$ cat config.mk
export PLATFORM = sky130hd
export DESIGN_NAME = mm_ctrl_flat
export DESIGN_NICKNAME = d
export VERILOG_FILES = /design/src/rtl/mm_ctrl_if.sv /design/src/rtl/mm_ctrl.sv /design/src/flat_wrapper.sv
export SDC_FILE = /design/constraint.sdc
export NUM_CORES = 1
export LEC_CHECK = 0
export CORE_UTILIZATION = 34
export CTS_BUF_LIST = sky130_fd_sc_hd__clkbuf_4
export DETAILED_ROUTE_END_ITERATION = 7
export DONT_BUFFER_PORTS = 1
export SLEW_MARGIN = 20
export SYNTH_ARGS = -nofsm -noshare
export SYNTH_HDL_FRONTEND = slang
export SYNTH_SLANG_ARGS = --single-unit
$ cat constraint.sdc
create_clock -name clk -period 2.45 [get_ports clk]
set_input_delay 0.49 -clock clk [delete_from_list [all_inputs] [get_ports clk]]
set_output_delay 0.49 -clock clk [all_outputs]
set_load 0.02 [all_outputs]
$ cat src/rtl/mm_ctrl_if.sv
// Bundle of the host/DMA-facing and array-facing signals of the matrix-multiply job sequencer.
interface mm_ctrl_if #(
  parameter int unsigned N = 2
) ();
  localparam int unsigned SEL_W = (N * N > 1) ? $clog2(N * N) : 1;

  // Job descriptor handshake
  logic             start_valid;
  logic             start_ready;
  logic [3:0]       cfg_precision;
  logic [4:0]       cfg_exp_set;
  logic [5:0]       cfg_k;

  // Input streams gated into the row FIFOs
  logic             act_valid;
  logic             act_ready;
  logic             w_valid;
  logic             w_ready;

  // Controls owned on the array side
  logic             mm_wr_en_act;
  logic             mm_wr_en_w;
  logic             mm_active;
  logic [3:0]       mm_precision;
  logic [4:0]       mm_exp_set;
  logic             mm_done;

  // Serial result drain
  logic [SEL_W-1:0] res_sel;
  logic             res_valid;
  logic             res_ready;
  logic             res_last;

  // Status
  logic             busy;
  logic             err;

  modport slave (
    input  start_valid, cfg_precision, cfg_exp_set, cfg_k,
    input  act_valid, w_valid, mm_done, res_ready,
    output start_ready, act_ready, w_ready,
    output mm_wr_en_act, mm_wr_en_w, mm_active, mm_precision, mm_exp_set,
    output res_sel, res_valid, res_last, busy, err
  );

  modport master (
    output start_valid, cfg_precision, cfg_exp_set, cfg_k,
    output act_valid, w_valid, mm_done, res_ready,
    input  start_ready, act_ready, w_ready,
    input  mm_wr_en_act, mm_wr_en_w, mm_active, mm_precision, mm_exp_set,
    input  res_sel, res_valid, res_last, busy, err
  );
endinterface

$ cat src/rtl/mm_ctrl.sv
// Job sequencer for the N x N bit-serial FP-INT matrix-multiply array:
// load activation/weight beats, run until done or timeout, then drain N*N results.
module mm_ctrl #(
  parameter int unsigned N         = 2,
  parameter int unsigned ACT_DEPTH = 32,
  parameter int unsigned W_DEPTH   = 32,
  parameter int unsigned TIMEOUT   = 1024,
  parameter int unsigned CNT_W     = 11
) (
  input  logic      clk,
  input  logic      rst,
  mm_ctrl_if.slave  bus
);

  localparam int unsigned NN       = N * N;
  localparam int unsigned SEL_W    = (NN > 1) ? $clog2(NN) : 1;
  localparam int unsigned MAX_PREC = 8;

  typedef enum logic [1:0] {
    IDLE  = 2'd0,
    LOAD  = 2'd1,
    RUN   = 2'd2,
    DRAIN = 2'd3
  } state_e;

  state_e           state_q;
  logic [CNT_W-1:0] act_cnt_q;
  logic [CNT_W-1:0] w_cnt_q;
  logic [CNT_W-1:0] run_cnt_q;
  logic [CNT_W-1:0] k_tgt_q;
  logic [CNT_W-1:0] w_tgt_q;
  logic [SEL_W-1:0] idx_q;
  logic [3:0]       prec_q;
  logic [4:0]       exp_q;
  logic             start_ready_q;
  logic             act_ready_q;
  logic             w_ready_q;
  logic             active_q;
  logic             res_valid_q;
  logic             res_last_q;
  logic             busy_q;
  logic             err_q;

  logic             act_acc;
  logic             w_acc;
  logic             start_hs;
  logic             cfg_bad;
  logic [CNT_W-1:0] cfg_k_w;
  logic [CNT_W-1:0] cfg_p_w;
  logic [CNT_W-1:0] w_prod;
  logic [CNT_W-1:0] act_cnt_d;
  logic [CNT_W-1:0] w_cnt_d;
  logic             load_done;
  logic             last_idx;

  assign act_acc  = bus.act_valid & act_ready_q;
  assign w_acc    = bus.w_valid & w_ready_q;
  assign start_hs = bus.start_valid & start_ready_q;
  assign last_idx = (idx_q == SEL_W'(NN - 1));

  // Descriptor decode and next beat counts
  always_comb begin
    cfg_k_w   = CNT_W'(bus.cfg_k);
    cfg_p_w   = CNT_W'(bus.cfg_precision);
    w_prod    = cfg_k_w * cfg_p_w;
    cfg_bad   = (cfg_k_w == '0) || (cfg_k_w > CNT_W'(ACT_DEPTH)) ||
                (cfg_p_w == '0) || (cfg_p_w > CNT_W'(MAX_PREC)) ||
                (w_prod > CNT_W'(W_DEPTH));
    act_cnt_d = act_cnt_q + CNT_W'(act_acc);
    w_cnt_d   = w_cnt_q + CNT_W'(w_acc);
    load_done = (act_cnt_d == k_tgt_q) && (w_cnt_d == w_tgt_q);
  end

  // Sequencer with every externally visible control held in a register
  always_ff @(posedge clk or posedge rst) begin
    if (rst) begin
      state_q       <= IDLE;
      act_cnt_q     <= '0;
      w_cnt_q       <= '0;
      run_cnt_q     <= '0;
      k_tgt_q       <= '0;
      w_tgt_q       <= '0;
      idx_q         <= '0;
      prec_q        <= '0;
      exp_q         <= '0;
      start_ready_q <= 1'b1;
      act_ready_q   <= 1'b0;
      w_ready_q     <= 1'b0;
      active_q      <= 1'b0;
      res_valid_q   <= 1'b0;
      res_last_q    <= 1'b0;
      busy_q        <= 1'b0;
      err_q         <= 1'b0;
    end else begin
      err_q <= 1'b0;
      case (state_q)
        IDLE: begin
          if (start_hs) begin
            if (cfg_bad) begin
              err_q <= 1'b1;
            end else begin
              prec_q        <= bus.cfg_precision;
              exp_q         <= bus.cfg_exp_set;
              k_tgt_q       <= cfg_k_w;
              w_tgt_q       <= w_prod;
              act_cnt_q     <= '0;
              w_cnt_q       <= '0;
              run_cnt_q     <= '0;
              idx_q         <= '0;
              act_ready_q   <= 1'b1;
              w_ready_q     <= 1'b1;
              start_ready_q <= 1'b0;
              busy_q        <= 1'b1;
              state_q       <= LOAD;
            end
          end
        end
        LOAD: begin
          act_cnt_q   <= act_cnt_d;
          w_cnt_q     <= w_cnt_d;
          act_ready_q <= (act_cnt_d < k_tgt_q);
          w_ready_q   <= (w_cnt_d < w_tgt_q);
          if (load_done) begin
            active_q <= 1'b1;
            state_q  <= RUN;
          end
        end
        RUN: begin
          run_cnt_q <= run_cnt_q + CNT_W'(1);
          // done wins over a coincident timeout
          if (bus.mm_done) begin
            active_q    <= 1'b0;
            res_valid_q <= 1'b1;
            res_last_q  <= (NN == 1);
            idx_q       <= '0;
            state_q     <= DRAIN;
          end else if (run_cnt_q == CNT_W'(TIMEOUT - 1)) begin
            active_q      <= 1'b0;
            err_q         <= 1'b1;
            start_ready_q <= 1'b1;
            busy_q        <= 1'b0;
            state_q       <= IDLE;
          end
        end
        DRAIN: begin
          if (res_valid_q && bus.res_ready) begin
            if (last_idx) begin
              idx_q         <= '0;
              res_valid_q   <= 1'b0;
              res_last_q    <= 1'b0;
              start_ready_q <= 1'b1;
              busy_q        <= 1'b0;
              state_q       <= IDLE;
            end else begin
              idx_q      <= idx_q + SEL_W'(1);
              res_last_q <= ((idx_q + SEL_W'(1)) == SEL_W'(NN - 1));
            end
          end
        end
        default: begin
          state_q <= IDLE;
        end
      endcase
    end
  end

  assign bus.start_ready  = start_ready_q;
  assign bus.act_ready    = act_ready_q;
  assign bus.w_ready      = w_ready_q;
  assign bus.mm_wr_en_act = act_acc;
  assign bus.mm_wr_en_w   = w_acc;
  assign bus.mm_active    = active_q;
  assign bus.mm_precision = prec_q;
  assign bus.mm_exp_set   = exp_q;
  assign bus.res_sel      = idx_q;
  assign bus.res_valid    = res_valid_q;
  assign bus.res_last     = res_last_q;
  assign bus.busy         = busy_q;
  assign bus.err          = err_q;

endmodule

$ cat src/flat_wrapper.sv
// flat-port wrapper written by rule: the top's interface ports become plain ports
module mm_ctrl_flat 
#(
  parameter int unsigned N         = 2,
  parameter int unsigned ACT_DEPTH = 32,
  parameter int unsigned W_DEPTH   = 32,
  parameter int unsigned TIMEOUT   = 1024,
  parameter int unsigned CNT_W     = 11
)
  (clk, rst, bus_start_valid, bus_cfg_precision, bus_cfg_exp_set, bus_cfg_k, bus_act_valid, bus_w_valid, bus_mm_done, bus_res_ready, bus_start_ready, bus_act_ready, bus_w_ready, bus_mm_wr_en_act, bus_mm_wr_en_w, bus_mm_active, bus_mm_precision, bus_mm_exp_set, bus_res_sel, bus_res_valid, bus_res_last, bus_busy, bus_err);
  mm_ctrl_if #(.N(N)) bus_i ();
  input  logic clk;
  input  logic rst;
  input wire logic [$bits(bus_i.start_valid)-1:0] bus_start_valid;
  input wire logic [$bits(bus_i.cfg_precision)-1:0] bus_cfg_precision;
  input wire logic [$bits(bus_i.cfg_exp_set)-1:0] bus_cfg_exp_set;
  input wire logic [$bits(bus_i.cfg_k)-1:0] bus_cfg_k;
  input wire logic [$bits(bus_i.act_valid)-1:0] bus_act_valid;
  input wire logic [$bits(bus_i.w_valid)-1:0] bus_w_valid;
  input wire logic [$bits(bus_i.mm_done)-1:0] bus_mm_done;
  input wire logic [$bits(bus_i.res_ready)-1:0] bus_res_ready;
  output wire logic [$bits(bus_i.start_ready)-1:0] bus_start_ready;
  output wire logic [$bits(bus_i.act_ready)-1:0] bus_act_ready;
  output wire logic [$bits(bus_i.w_ready)-1:0] bus_w_ready;
  output wire logic [$bits(bus_i.mm_wr_en_act)-1:0] bus_mm_wr_en_act;
  output wire logic [$bits(bus_i.mm_wr_en_w)-1:0] bus_mm_wr_en_w;
  output wire logic [$bits(bus_i.mm_active)-1:0] bus_mm_active;
  output wire logic [$bits(bus_i.mm_precision)-1:0] bus_mm_precision;
  output wire logic [$bits(bus_i.mm_exp_set)-1:0] bus_mm_exp_set;
  output wire logic [$bits(bus_i.res_sel)-1:0] bus_res_sel;
  output wire logic [$bits(bus_i.res_valid)-1:0] bus_res_valid;
  output wire logic [$bits(bus_i.res_last)-1:0] bus_res_last;
  output wire logic [$bits(bus_i.busy)-1:0] bus_busy;
  output wire logic [$bits(bus_i.err)-1:0] bus_err;
  assign bus_i.start_valid = bus_start_valid;
  assign bus_i.cfg_precision = bus_cfg_precision;
  assign bus_i.cfg_exp_set = bus_cfg_exp_set;
  assign bus_i.cfg_k = bus_cfg_k;
  assign bus_i.act_valid = bus_act_valid;
  assign bus_i.w_valid = bus_w_valid;
  assign bus_i.mm_done = bus_mm_done;
  assign bus_i.res_ready = bus_res_ready;
  assign bus_start_ready = bus_i.start_ready;
  assign bus_act_ready = bus_i.act_ready;
  assign bus_w_ready = bus_i.w_ready;
  assign bus_mm_wr_en_act = bus_i.mm_wr_en_act;
  assign bus_mm_wr_en_w = bus_i.mm_wr_en_w;
  assign bus_mm_active = bus_i.mm_active;
  assign bus_mm_precision = bus_i.mm_precision;
  assign bus_mm_exp_set = bus_i.mm_exp_set;
  assign bus_res_sel = bus_i.res_sel;
  assign bus_res_valid = bus_i.res_valid;
  assign bus_res_last = bus_i.res_last;
  assign bus_busy = bus_i.busy;
  assign bus_err = bus_i.err;
  mm_ctrl #(.N(N), .ACT_DEPTH(ACT_DEPTH), .W_DEPTH(W_DEPTH), .TIMEOUT(TIMEOUT), .CNT_W(CNT_W)) u_core (.clk(clk), .rst(rst), .bus(bus_i));
endmodule
==> flow_summary.ini <==
[run_status]
result_of_the_run = complete, but fails checks
violations = setup timing

[logic_synthesis]
yosys_warnings = 0
post_synth_instance_area_sq_mm = 0.004861
synth-seq-cells = 70
cell_types_with_the_highest_counts_after_synthesis = sky130_fd_sc_hd__dfrtp_1 (69), sky130_fd_sc_hd__nand2_1 (67), sky130_fd_sc_hd__inv_1 (38), sky130_fd_sc_hd__ha_1 (37), sky130_fd_sc_hd__nor2_1 (32)
postSynth.asyncResetShare_pct = 100.0
synthesis.instances = 536
netlist.top_cell.by_area = sky130_fd_sc_hd__dfrtp_1
ys.flop_type = sky130_fd_sc_hd__dfrtp_1
synth_enable_flop_cells = 0
synth.lib_cells_used.distinct = 58
synth_fp_nets = 603
synth.area.top_cells = sky130_fd_sc_hd__dfrtp_1 (36%), sky130_fd_sc_hd__ha_1 (9.5%), sky130_fd_sc_hd__nand2_1 (5.2%)
synthDominantCellAreaShare_pct = 35.52
cell_with_the_most_instances_after_synthesis = sky130_fd_sc_hd__dfrtp_1
synth-seq-area-share_pct = 36.06
avgSynthCellArea_sq_um = 9.069

[route]
drtAntennaViolNets = 0
wl_mm = 12.89
first_pass_iters = 4
routed_wire_length_per_instance_microns = 16.46
drc = 0
drt-initial-drc-count = 207
drt-vias-per-instance = 5.347
via_count = 4187

[floorplan]
boundaryPins = 43
core_area_sq_mm = 0.01393
dieHeight_microns = 121.6
width_of_the_chip_microns = 121.6
dieArea_sq_mm = 0.01478
fp-row-count = 43
starting_density_of_the_core_pct = 34.88

[clock_tree]
cts.htree.levels = 3
clk_pin_slew_worst_paths_ns = 0.12
cts_inserted_buffers = 9
cts_tree = done
numClockSinks = 70
ctsLongestPathBuffers = 2
clock_network_latency_to_the_later_pin_of_the_worst_skew_pair_ns = 0.44
clock_tree.root_cell = sky130_fd_sc_hd__clkbuf_4

[flow_run]
max_cap_violations = 0

[sta]
maxSlewHeadroom_pct = 45.36
fin_hold_ws_ns = 0.1779
finalWorstPathRequiredPeriod_ns = 3.241
finalSetupViolations = 68
rsz0062_at_grt = true
slew_at_the_pin_closest_to_its_max_slew_limit_ns = 0.8188
timing.clock.skew_ns = 0.02424
period_utilization_pct = 132.3
timing.final.hold_violations = 0
max_freq_mhz = 308.6
maxSlewViolCount = 0
postLayoutSetupSlackWorst_ns = -0.7909

[final_layout]
syn_to_final_growth_pct = 32.30
final_layout_size_suffix_gt1_share_pct = 33.72
final_net_count = 664

[pwr]
power_report.internal_total_mw = 3.168
worst_ir_drop_on_vdd_mv = 0.3626
p_sw_mw = 2.506
static-leakage-power_nw = 2.806
p_comb_share_pct = 52.0
switching_part_of_the_total_power_pct = 44.17
cellPowerDensity_mw_per_mm2 = 882.3
totalPowerFinal_mw = 5.674
clkPwrFrac_pct = 13.4
pwr-share-seq_pct = 34.6

[placement]
io_buffers = 0
hpwlAfterDp_mm = 8.565
gp_congestion = 0.8151

[setup_path]
critical_path.startpoint_type = primary input
end_kind = flip-flop
timing.setup.critical_path_class = in -> reg
peak_fanout_along_the_critical_path = 7
cp.arrival_ns = 3.56
crit_required_ns = 2.76

[global_route]
number_of_global_route_vias_before_repair = 4342
overflow = 0
grt_antenna_before_repair = 0
grt_max_degree = 35
global_route_wire_length_before_repair_mm = 21.16
globalRouteTotalUtil_pct = 18.33

[min_path]
hold_path.class = in -> reg
-- cells in the final DEF (no fill, tap or decap), types with 4 or more instances in the layout --
cell type,count
sky130_fd_sc_hd__nor2_2,6
sky130_fd_sc_hd__nand2_1,64
sky130_fd_sc_hd__o221ai_2,13
sky130_fd_sc_hd__dfrtp_1,67
sky130_fd_sc_hd__a21oi_1,18
sky130_fd_sc_hd__mux2i_1,10
sky130_fd_sc_hd__nand4_1,10
sky130_fd_sc_hd__and2_1,14
sky130_fd_sc_hd__o21ai_2,17
sky130_fd_sc_hd__inv_1,32
sky130_fd_sc_hd__nor2_1,24
sky130_fd_sc_hd__xor2_1,5
sky130_fd_sc_hd__nand3_1,17
sky130_fd_sc_hd__buf_6,15
sky130_fd_sc_hd__and4_1,4
sky130_fd_sc_hd__buf_4,52
sky130_fd_sc_hd__clkinv_1,4
sky130_fd_sc_hd__o21ai_0,10
sky130_fd_sc_hd__nor3_1,11
sky130_fd_sc_hd__a22oi_1,15
sky130_fd_sc_hd__clkbuf_4,11
sky130_fd_sc_hd__ha_1,29
sky130_fd_sc_hd__buf_12,5
sky130_fd_sc_hd__inv_2,6
sky130_fd_sc_hd__ha_4,7
sky130_fd_sc_hd__xnor2_1,11
sky130_fd_sc_hd__fa_1,7
sky130_fd_sc_hd__and3_1,7
sky130_fd_sc_hd__mux2_4,18
-- critical path: stages --
cell and delay, ns:
sky130_fd_sc_hd__nand2_8 0.03, sky130_fd_sc_hd__fa_1 0.54, sky130_fd_sc_hd__inv_2 0.04, sky130_fd_sc_hd__fa_1 0.54, sky130_fd_sc_hd__inv_2 0.04, sky130_fd_sc_hd__fa_2 0.33, sky130_fd_sc_hd__nand2b_4 0.15, sky130_fd_sc_hd__a21o_1 0.17
sky130_fd_sc_hd__a211oi_2 0.23, sky130_fd_sc_hd__nand2_2 0.12, sky130_fd_sc_hd__nor4_4 0.25, sky130_fd_sc_hd__buf_6 0.19, sky130_fd_sc_hd__buf_12 0.13, sky130_fd_sc_hd__mux2_4 0.29
-- through the flow --
step	util (%)	std cells	setup TNS, ns	instance area (sq um)	setup WS (ns)
global placement	39.95	740	-77.60	5567	-1.267
CTS	45.43	779	-48.30	6331	-0.8293
global route	46.13	782	-54.54	6429	-0.9307
floorplan	-	536	-74.57	5046	-1.342
finish	46.15	783	-44.76	6431	-0.7909
detailed placement	39.97	740	-79.46	5569	-1.312
-- routing by layer --
| metal | wire length, microns | up-vias | part of all wire, % | global-route usage, % |
|---|---|---|---|---|
| met2 | 6445 | 71 | 50 | 31.57 |
| met4 | 293 | 0 | 2.3 | 7.407 |
| met5 | 0 | - | 0 | 0 |
| li1 | - | 2045 | - | - |
| met3 | 329 | 18 | 2.6 | 2.762 |
| met1 | 5823 | 2053 | 45 | 22.90 |
-- flip-flops by register name (all words and copies together), names as in the netlist, 2 cells and up --
name and count:
u_core.run_cnt_q 11, u_core.bus.mm_exp_set 5, u_core.state_q 2, u_core.k_tgt_q 6, u_core.act_cnt_q 11, u_core.bus.mm_precision 4, u_core.bus.res_sel 2, u_core.w_cnt_q 11
u_core.w_tgt_q 10
-- power groups by stage --
stage	Combinational, mW	Sequential, mW	Clock, mW
CTS	2.81	1.95	0.771
finish	2.95	1.96	0.761
floorplan	1.84	1.81	0
global route	3.29	2.01	0.822
detailed placement	2.42	1.96	0
global placement	2.32	1.94	0
-- cells by family (layout without fill, tap and decap cells) --
logic type                 count (synthesis)  in the layout  share of synthesized area [%]
adders and majority gates                 45             45                          12.82
buffers and inverters                     67            133                          5.483
other                                      0              1                              0
muxes                                     28             28                          6.229
xor gates and xnor gates                  18             18                          3.243
DFF                                       70             70                          36.06
and+or+nand+nor                          193            193                          19.90
AOI/OAI and AO/OA                        115            115                          16.27
-- worst paths after layout --
check / to / cells past startpoint / slack (ns) / start
worst max register to register: u_core.bus.mm_active / 11 / -0.13 / u_core.bus.act_ready
worst min-delay path: u_core.bus.mm_exp_set[2] / 1 / 0.18 / bus_cfg_exp_set[2]
worst min register to register: u_core.w_tgt_q[8] / 2 / 0.51 / u_core.w_tgt_q[8]
worst max-delay path: u_core.w_tgt_q[2] / 14 / -0.79 / bus_cfg_k[0]
max in group asynchronous: u_core.bus.w_ready / 3 / 1.16 / rst
min in group asynchronous: u_core.bus.res_last / 2 / 0.54 / rst
-- layout make-up --
class	instances	area, sq um
clock buffer	11	82.58
fill	1280	7503
antenna	1	2.502
timing repair buffer	77	742.0
clock inverter	5	50.05
sequential	70	1755
tap	180	225.2
inverter	40	150.1
multi-input combinational	399	3423
-- timing repair --
item,in CTS,in global routing
gates cloned,5,0
resized for setup,107,26
setup endpoints to repair,68,68
pin swaps,51,25
endpoints found under the hold margin,23,0
hold buffers,1,0
buffers inserted,18,11
Power figures use the tool's default switching activity.
